--- config.mk ---
export PLATFORM = sky130hd
export DESIGN_NAME = instr_loader
export DESIGN_NICKNAME = d
export VERILOG_FILES = /design/src/rtl/instr_loader_pkg.sv /design/src/rtl/instr_fifo.sv /design/src/rtl/instr_loader.sv
export SDC_FILE = /design/constraint.sdc
export NUM_CORES = 1
export LEC_CHECK = 0
export BUFFER_PORTS_ARGS = -buffer_cell sky130_fd_sc_hd__buf_2
export CAP_MARGIN = 10
export CORE_MARGIN = 8
export CORE_UTILIZATION = 40
export DETAILED_ROUTE_END_ITERATION = 6
export GPL_TIMING_DRIVEN = 0
export PLACE_DENSITY = 0.57
export REMOVE_ABC_BUFFERS = 1
export SLEW_MARGIN = 25
export SYNTH_ARGS = -nofsm -noshare
export SYNTH_HDL_FRONTEND = slang
export SYNTH_SLANG_ARGS = --single-unit
--- constraint.sdc ---
create_clock -name CLK -period 5.8 [get_ports CLK]
set_clock_uncertainty 0.15 [all_clocks]
set_input_delay 1.45 -clock CLK [delete_from_list [all_inputs] [get_ports CLK]]
set_output_delay 1.45 -clock CLK [all_outputs]
set_load 0.05 [all_outputs]
--- src/rtl/instr_loader_pkg.sv ---
// Shared defaults and framer state encoding for the serial instruction loader.
package instr_loader_pkg;

    localparam int unsigned WIDTH_DEF = 9;
    localparam int unsigned DEPTH_DEF = 4;

    typedef enum logic {
        StIdle  = 1'b0,
        StShift = 1'b1
    } framer_state_e;

endpackage

--- src/rtl/instr_fifo.sv ---
// Show-ahead instruction queue; a push while full is accepted only alongside a pop.
module instr_fifo
    import instr_loader_pkg::*;
#(
    parameter int unsigned WIDTH = WIDTH_DEF,
    parameter int unsigned DEPTH = DEPTH_DEF
) (
    input  logic                     clk_i,
    input  logic                     rst_ni,
    input  logic                     push_i,
    input  logic                     pop_i,
    input  logic [WIDTH-1:0]         data_i,
    output logic [WIDTH-1:0]         data_o,
    output logic [$clog2(DEPTH):0]   count_o,
    output logic                     full_o,
    output logic                     empty_o
);
    localparam int unsigned PtrW = $clog2(DEPTH);
    localparam int unsigned CntW = PtrW + 1;

    logic [WIDTH-1:0] mem_q [DEPTH];
    logic [PtrW-1:0]  wptr_q, wptr_d;
    logic [PtrW-1:0]  rptr_q, rptr_d;
    logic [CntW-1:0]  count_q, count_d;
    logic             do_push, do_pop;

    always_comb begin
        do_pop  = pop_i & ~empty_o;
        do_push = push_i & (~full_o | do_pop);
        // Power-of-two depth lets the pointers wrap by plain overflow.
        wptr_d  = wptr_q + PtrW'(do_push);
        rptr_d  = rptr_q + PtrW'(do_pop);
        count_d = count_q + CntW'(do_push) - CntW'(do_pop);
    end

    always_ff @(posedge clk_i or negedge rst_ni) begin
        if (!rst_ni) begin
            wptr_q  <= '0;
            rptr_q  <= '0;
            count_q <= '0;
        end else begin
            wptr_q  <= wptr_d;
            rptr_q  <= rptr_d;
            count_q <= count_d;
        end
    end

    always_ff @(posedge clk_i) begin
        if (do_push) begin
            mem_q[wptr_q] <= data_i;
        end
    end

    assign full_o  = (count_q == CntW'(DEPTH));
    assign empty_o = (count_q == '0);
    assign count_o = count_q;
    assign data_o  = empty_o ? '0 : mem_q[rptr_q];

endmodule

--- src/rtl/instr_loader.sv ---
// Serial-to-parallel instruction framer feeding a show-ahead queue toward the CPU.
module instr_loader
    import instr_loader_pkg::*;
#(
    parameter int unsigned WIDTH = WIDTH_DEF,
    parameter int unsigned DEPTH = DEPTH_DEF
) (
    input  logic                     CLK,
    input  logic                     RESET,
    input  logic                     SER_IN,
    input  logic                     SER_VALID,
    input  logic                     SER_SYNC,
    input  logic                     STALL,
    output logic [WIDTH-1:0]         INSTRUCTION,
    output logic                     write_en,
    output logic [$clog2(DEPTH):0]   COUNT,
    output logic                     FULL,
    output logic                     EMPTY,
    output logic                     OVERFLOW
);
    localparam int unsigned BitW = $clog2(WIDTH);
    localparam logic [BitW-1:0] LastBit = BitW'(WIDTH - 1);

    framer_state_e    state_q, state_d;
    logic [BitW-1:0]  bit_cnt_q, bit_cnt_d;
    logic [WIDTH-1:0] shift_q, shift_d;
    logic [WIDTH-1:0] shifted;
    logic             ovf_q, ovf_d;
    logic             push;

    always_comb begin
        state_d   = state_q;
        bit_cnt_d = bit_cnt_q;
        shift_d   = shift_q;
        push      = 1'b0;
        shifted   = {shift_q[WIDTH-2:0], SER_IN};
        unique case (state_q)
            StIdle: begin
                if (SER_SYNC) begin
                    state_d   = StShift;
                    bit_cnt_d = '0;
                    shift_d   = '0;
                end
            end
            StShift: begin
                // Sync re-frames: partial word is thrown away and the bit is ignored.
                if (SER_SYNC) begin
                    bit_cnt_d = '0;
                    shift_d   = '0;
                end else if (SER_VALID) begin
                    if (bit_cnt_q == LastBit) begin
                        push      = 1'b1;
                        bit_cnt_d = '0;
                        shift_d   = '0;
                    end else begin
                        bit_cnt_d = bit_cnt_q + BitW'(1);
                        shift_d   = shifted;
                    end
                end
            end
        endcase
    end

    always_comb begin
        write_en = ~EMPTY & ~STALL;
        ovf_d    = ovf_q | (push & FULL & ~write_en);
    end

    always_ff @(posedge CLK or negedge RESET) begin
        if (!RESET) begin
            state_q   <= StIdle;
            bit_cnt_q <= '0;
            shift_q   <= '0;
            ovf_q     <= 1'b0;
        end else begin
            state_q   <= state_d;
            bit_cnt_q <= bit_cnt_d;
            shift_q   <= shift_d;
            ovf_q     <= ovf_d;
        end
    end

    assign OVERFLOW = ovf_q;

    instr_fifo #(
        .WIDTH (WIDTH),
        .DEPTH (DEPTH)
    ) u_fifo (
        .clk_i   (CLK),
        .rst_ni  (RESET),
        .push_i  (push),
        .pop_i   (write_en),
        .data_i  (shifted),
        .data_o  (INSTRUCTION),
        .count_o (COUNT),
        .full_o  (FULL),
        .empty_o (EMPTY)
    );

endmodule

# Word-level counts from Yosys, hierarchy flattened
# Memory sizes are Yosys's and may differ from the RTL's.
# Index checks and enable logic that the tools add are counted.
[word_totals]
regBits = 21
ram_bits = 36
inputBits = 6
mem_count = 1
[op_classes]
n_addsub = 5
eq_ne = 4
mux = 19
bitwise = 12
n_reduce_logical = 2
[memory_table]
columns = ["memory", "words", "word_bits", "read_ports", "rd_ports_with_merged_regs", "write_ports", "line_no", "source"]
rows = [
  ["u_fifo.mem_q", 4, 9, 1, 0, 1, "instr_fifo.sv:21", "logic [WIDTH-1:0] mem_q [DEPTH];"],
]
[op_table]
columns = ["op", "count"]
rows = [
  ["$mux 8", 4],
  ["$mux 4", 4],
  ["$pmux 8 s2", 1],
  ["$mux 9", 1],
  ["$mux 1", 8],
  ["$pmux 4 s2", 1],
  ["$and 1x1->1", 5],
  ["$not 1->1", 5],
  ["$add 2x1->2", 2],
  ["$add 4x1->4 const B", 1],
  ["$eq 4x4->1 const B", 1],
  ["$add 3x1->3", 1],
  ["$eq 3x3->1 const B", 1],
  ["$logic_not 3->1", 1],
  ["$ne 3x3->1 const B", 1],
  ["$sub 3x1->3", 1],
  ["$ne 2x2->1 const B", 1],
  ["$or 1x1->1", 2],
  ["$reduce_and 2->1", 1],
]

# Logic depth before layout (Yosys ltp)
[depth]
ltp_word = 8
ltp_mapped = 9

# Modules after synthesis
# Synthesis repeated with hierarchy kept, for this count alone.
[unflattened]
hier_cells = 133
area_unflattened_um2 = 2334.7
[modules_own_cells]
columns = ["module", "n_inst", "cells_each", "area_each_um2", "seq_area_each_um2"]
rows = [
  ["instr_fifo", 1, 87, 1737.9, 1256.2],
  ["instr_loader", 1, 46, 596.8, 350.3],
]

# Worst setup path after synthesis
# OpenSTA, ideal clock, no wires.
[synth_path]
path_kind = "input to output"
from = "in STALL"
to = "out write_en"
t_arrival_ns = 2.104
required_time_ns = 4.200
slack_ns = 2.096
cell_stages = 1
cell_sequence = "nor2_1"
[synth_via]
elab_chain_len = 2
[synth_lines]
columns = ["item", "line_no", "source"]
rows = [
  ["start, declared", "instr_loader.sv:13", "input logic STALL,"],
  ["$not 1->1", "instr_loader.sv:65", "write_en = ~EMPTY & ~STALL;"],
  ["$and 1x1->1", "instr_loader.sv:65", ""],
  ["end, declared", "instr_loader.sv:15", "output logic write_en,"],
]
# Every way passes these cells.

# Worst setup path in the final report
[layout_path]
from = "reg u_fifo.rptr_q[0]"
to = "out INSTRUCTION[1]"
[layout_via]
elab_chain_len = 2
[layout_lines]
columns = ["item", "line_no", "source"]
rows = [
  ["start, declared", "instr_fifo.sv:23", "logic [PtrW-1:0] rptr_q, rptr_d;"],
  ["start signal, assigned", "instr_fifo.sv:43", "rptr_q <= rptr_d;"],
  ["$mem_v2 4x9", "n/a", ""],
  ["$mux 9", "instr_fifo.sv:57", "assign data_o = empty_o ? '0 : mem_q[rptr_q];"],
  ["end, declared", "instr_loader.sv:14", "output logic [WIDTH-1:0] INSTRUCTION,"],
]
# Every way passes these cells.

==> results.json <==
{
  "number_of_antenna_violations_at_the_first_check_in_global_routing": 0,
  "yosys_most_used_dff": "sky130_fd_sc_hd__edfxtp_1",
  "postSynthRegisterBits": 57,
  "layout-area-overhead-vs-synth_pct": 19.2,
  "postSynthCellCount": 134,
  "dieArea_um2": 8450,
  "via_count_of_the_first_global_routing_pass": 1315,
  "cts-root-buf": "sky130_fd_sc_hd__clkbuf_8",
  "number_of_cells_on_the_critical_path": 3,
  "via_total_after_detailed_routing": 1231,
  "synth.lib_cells_used.distinct": 32,
  "num-fill-cells": 479,
  "clk_path_buf_depth": 2,
  "drc": 0,
  "async_flop_share_pct": 36.8,
  "placed_area_um2": 2510,
  "grt_setup_unrepaired": "false",
  "slew_viol_final": 0,
  "floorplan.rows": 27,
  "gpl_congestion": 0.722,
  "report.final.hold_viol_count": 0,
  "report.power.total_mw": 1.37,
  "core_region_area_um2": 5540,
  "timing.final.crit_period_ns": 3.63,
  "setup_violations": 0,
  "grt_remaining_overflow": 0,
  "seq_area_frac_synth_pct": 69.7,
  "clock_tree.htree_level_count": 3,
  "ioPinCount": 22,
  "detail_route.iter0.violations": 64,
  "dieHeight_um": 91.9,
  "viasPerCell": 5.13,
  "design_area_um2": 2750,
  "path_delay_family": "flip-flops",
  "path_class": "flop to primary output",
  "route.antenna.remaining_nets": 0,
  "power-per-cell-area_nw_per_um2": 497,
  "layout.area.seq_um2": 1610,
  "result_of_the_run": "finished clean",
  "required_ns": 4.20,
  "insertedDiodeCount": 0,
  "p_leak_nw": 1.11,
  "hpwl_um": 2780,
  "initial_utilization_pct": 41.6,
  "die_w_um": 91.9,
  "start_kind": "flop",
  "ir_drop_mv": 0.240,
  "nets": 176,
  "multi_input_area_um2": 672,
  "postCtsResizedCells": 0,
  "detailedRoute.firstPassIterationCount": 4,
  "synth_top_area_cell": "sky130_fd_sc_hd__edfxtp_1",
  "synthesis.area_um2": 2310,
  "timing.setup.tns_ns": 0,
  "rrSetupSlack_ns": 3.04,
  "synth_area_leaders": "sky130_fd_sc_hd__edfxtp_1 (47%), sky130_fd_sc_hd__dfrtp_1 (23%), sky130_fd_sc_hd__mux4_2 (8.8%)",
  "synth_top_cell_area_share_pct": 46.9,
  "post_cts.repair.setup_buffers": 0,
  "tritoncts": "built",
  "fmax_ghz": 0.275,
  "worst_skew_pair.late_latency_ns": 0.32,
  "clkTransAtPathRegs_ns": 0.06,
  "number_of_sinks_handled_by_clock_tree_synthesis": 57,
  "worst-path-max-fanout": 10,
  "placement.io_buffers": 21,
  "gr-usage-all-layers_pct": 10.4,
  "synth_warnings": 0,
  "critical_path.max_stage_delay_ns": 0.74,
  "finalHoldWorstSlack_ns": 0.309,
  "worstSetupEndpointType": "primary output",
  "maxSlewHeadroom_pct": 44.9,
  "crit_arrival_ns": 2.03,
  "finalCritPeriodShare_pct": 62.6,
  "route.final.wire_length_um": 4000,
  "cts_inserted_buffers": 9,
  "drv.max_cap_violation_count": 0,
  "layout-drive-gt1-share_pct": 32.7,
  "timing.critical_path.cells": "mux4_2 > nor2b_1 > buf_2",
  "grt_max_degree": 22,
  "synth-edff-count": 36,
  "critical-path-slowest-cell": "sky130_fd_sc_hd__dfrtp_1",
  "grt_first_pass_wirelength_um": 6710,
  "cp.buffers_inverters": 1,
  "r2r_cells": 8,
  "dominant_cell_by_count_in_the_synthesized_netlist": "sky130_fd_sc_hd__edfxtp_1",
  "hold-path-cell-count": 1,
  "min-delay-path-class": "flop to flop",
  "holdBufCountCts": 0,
  "routed_wire_length_per_instance_um": 16.7,
  "worst-slew-pin-transition_ns": 0.822,
  "synth.cells.most_frequent": "sky130_fd_sc_hd__edfxtp_1 (36), sky130_fd_sc_hd__dfrtp_1 (21), sky130_fd_sc_hd__nor2b_1 (10)",
  "syn_avg_cell_area_um2": 17.2
}
registers in the layout (all words and copies together) (netlist names):
register        cells
u_fifo.mem_q       36
shift_q             8
bit_cnt_q           4
u_fifo.count_o      3
u_fifo.rptr_q       2
u_fifo.wptr_q       2
OVERFLOW            1
state_q             1
area by class of cell:
cell class                 instances  share of cell area [%]
multi-input combinational         65                    24.5
inverter                           7                   0.956
tap                               72                    3.28
clock inverter                     7                    3.96
timing repair buffer              23                    4.37
clock buffer                       9                    4.51
sequential                        57                    58.5
placed cells by master (no fill, tap or decap), types with 2 or more instances in the layout:
cell                         n
sky130_fd_sc_hd__a21oi_1     2
sky130_fd_sc_hd__a22o_1      8
sky130_fd_sc_hd__and3_1      2
sky130_fd_sc_hd__buf_2      21
sky130_fd_sc_hd__buf_4       2
sky130_fd_sc_hd__bufinv_16   3
sky130_fd_sc_hd__clkbuf_8    9
sky130_fd_sc_hd__clkinv_1    3
sky130_fd_sc_hd__dfrtp_1    21
sky130_fd_sc_hd__edfxtp_1   36
sky130_fd_sc_hd__ha_1        6
sky130_fd_sc_hd__inv_1       6
sky130_fd_sc_hd__mux4_2      9
sky130_fd_sc_hd__nand2_1     2
sky130_fd_sc_hd__nand3_1     2
sky130_fd_sc_hd__nor2_1      2
sky130_fd_sc_hd__nor2b_1    10
sky130_fd_sc_hd__nor3_2      2
sky130_fd_sc_hd__nor3b_2     3
sky130_fd_sc_hd__xor2_1      3
routing by layer:
layer  part of all wire (%)  track usage, %  up-vias
met5                      0               0        -
met4                    2.8            6.85        0
met3                    2.9            2.69        8
met2                     49            16.6       24
met1                     45            12.2      629
li1                       -               -      570
logic make-up (layout without fill, tap and decap cells):
group / count (synthesis) / in the layout / synth area share (%)
compound gates: 14 / 14 / 4.99
buf+inv: 12 / 46 / 2.06
mux: 10 / 10 / 9.28
fa+ha+maj: 7 / 7 / 4.12
flops: 57 / 57 / 69.7
simple gates: 30 / 30 / 8.36
xor+xnor: 4 / 4 / 1.52
final timing paths:
check,endpoint,start
setup / recovery,INSTRUCTION[1],u_fifo.rptr_q[0]
hold / removal,OVERFLOW,OVERFLOW
setup reg to reg,u_fifo.count_o[2],u_fifo.count_o[2]
hold reg to reg,OVERFLOW,OVERFLOW
max in group asynchronous,shift_q[1],RESET
min in group asynchronous,u_fifo.rptr_q[1],RESET
power breakdown:
group          internal [mW]  switching [mW]  leakage (nW)  total (mW)
combinational          0.141           0.293         0.396       0.434
sequential             0.451          0.0534         0.606       0.504
clock                  0.281           0.147         0.112       0.428
total                  0.872           0.494          1.11        1.37
through the flow:
step	std cells	setup slack, ns	util (%)
after CTS	240	2.08	49.6
after global placement	222	1.59	44.8
after detailed placement	224	2.17	45.4
final	240	2.17	49.6
after global routing	240	2.02	49.6
after floorplan	129	1.23	-
worst reg2reg max path: cells and delay by family, from the launching register on:
family	cells	cell delay (ns)
buffers and inverters	1	0.04
adders and majority gates	3	0.90
xor gates and xnor gates	2	0.29
and+or+nand+nor	2	0.83
DFF	1	0.43
No activity file was read; power rests on OpenSTA's default activity.
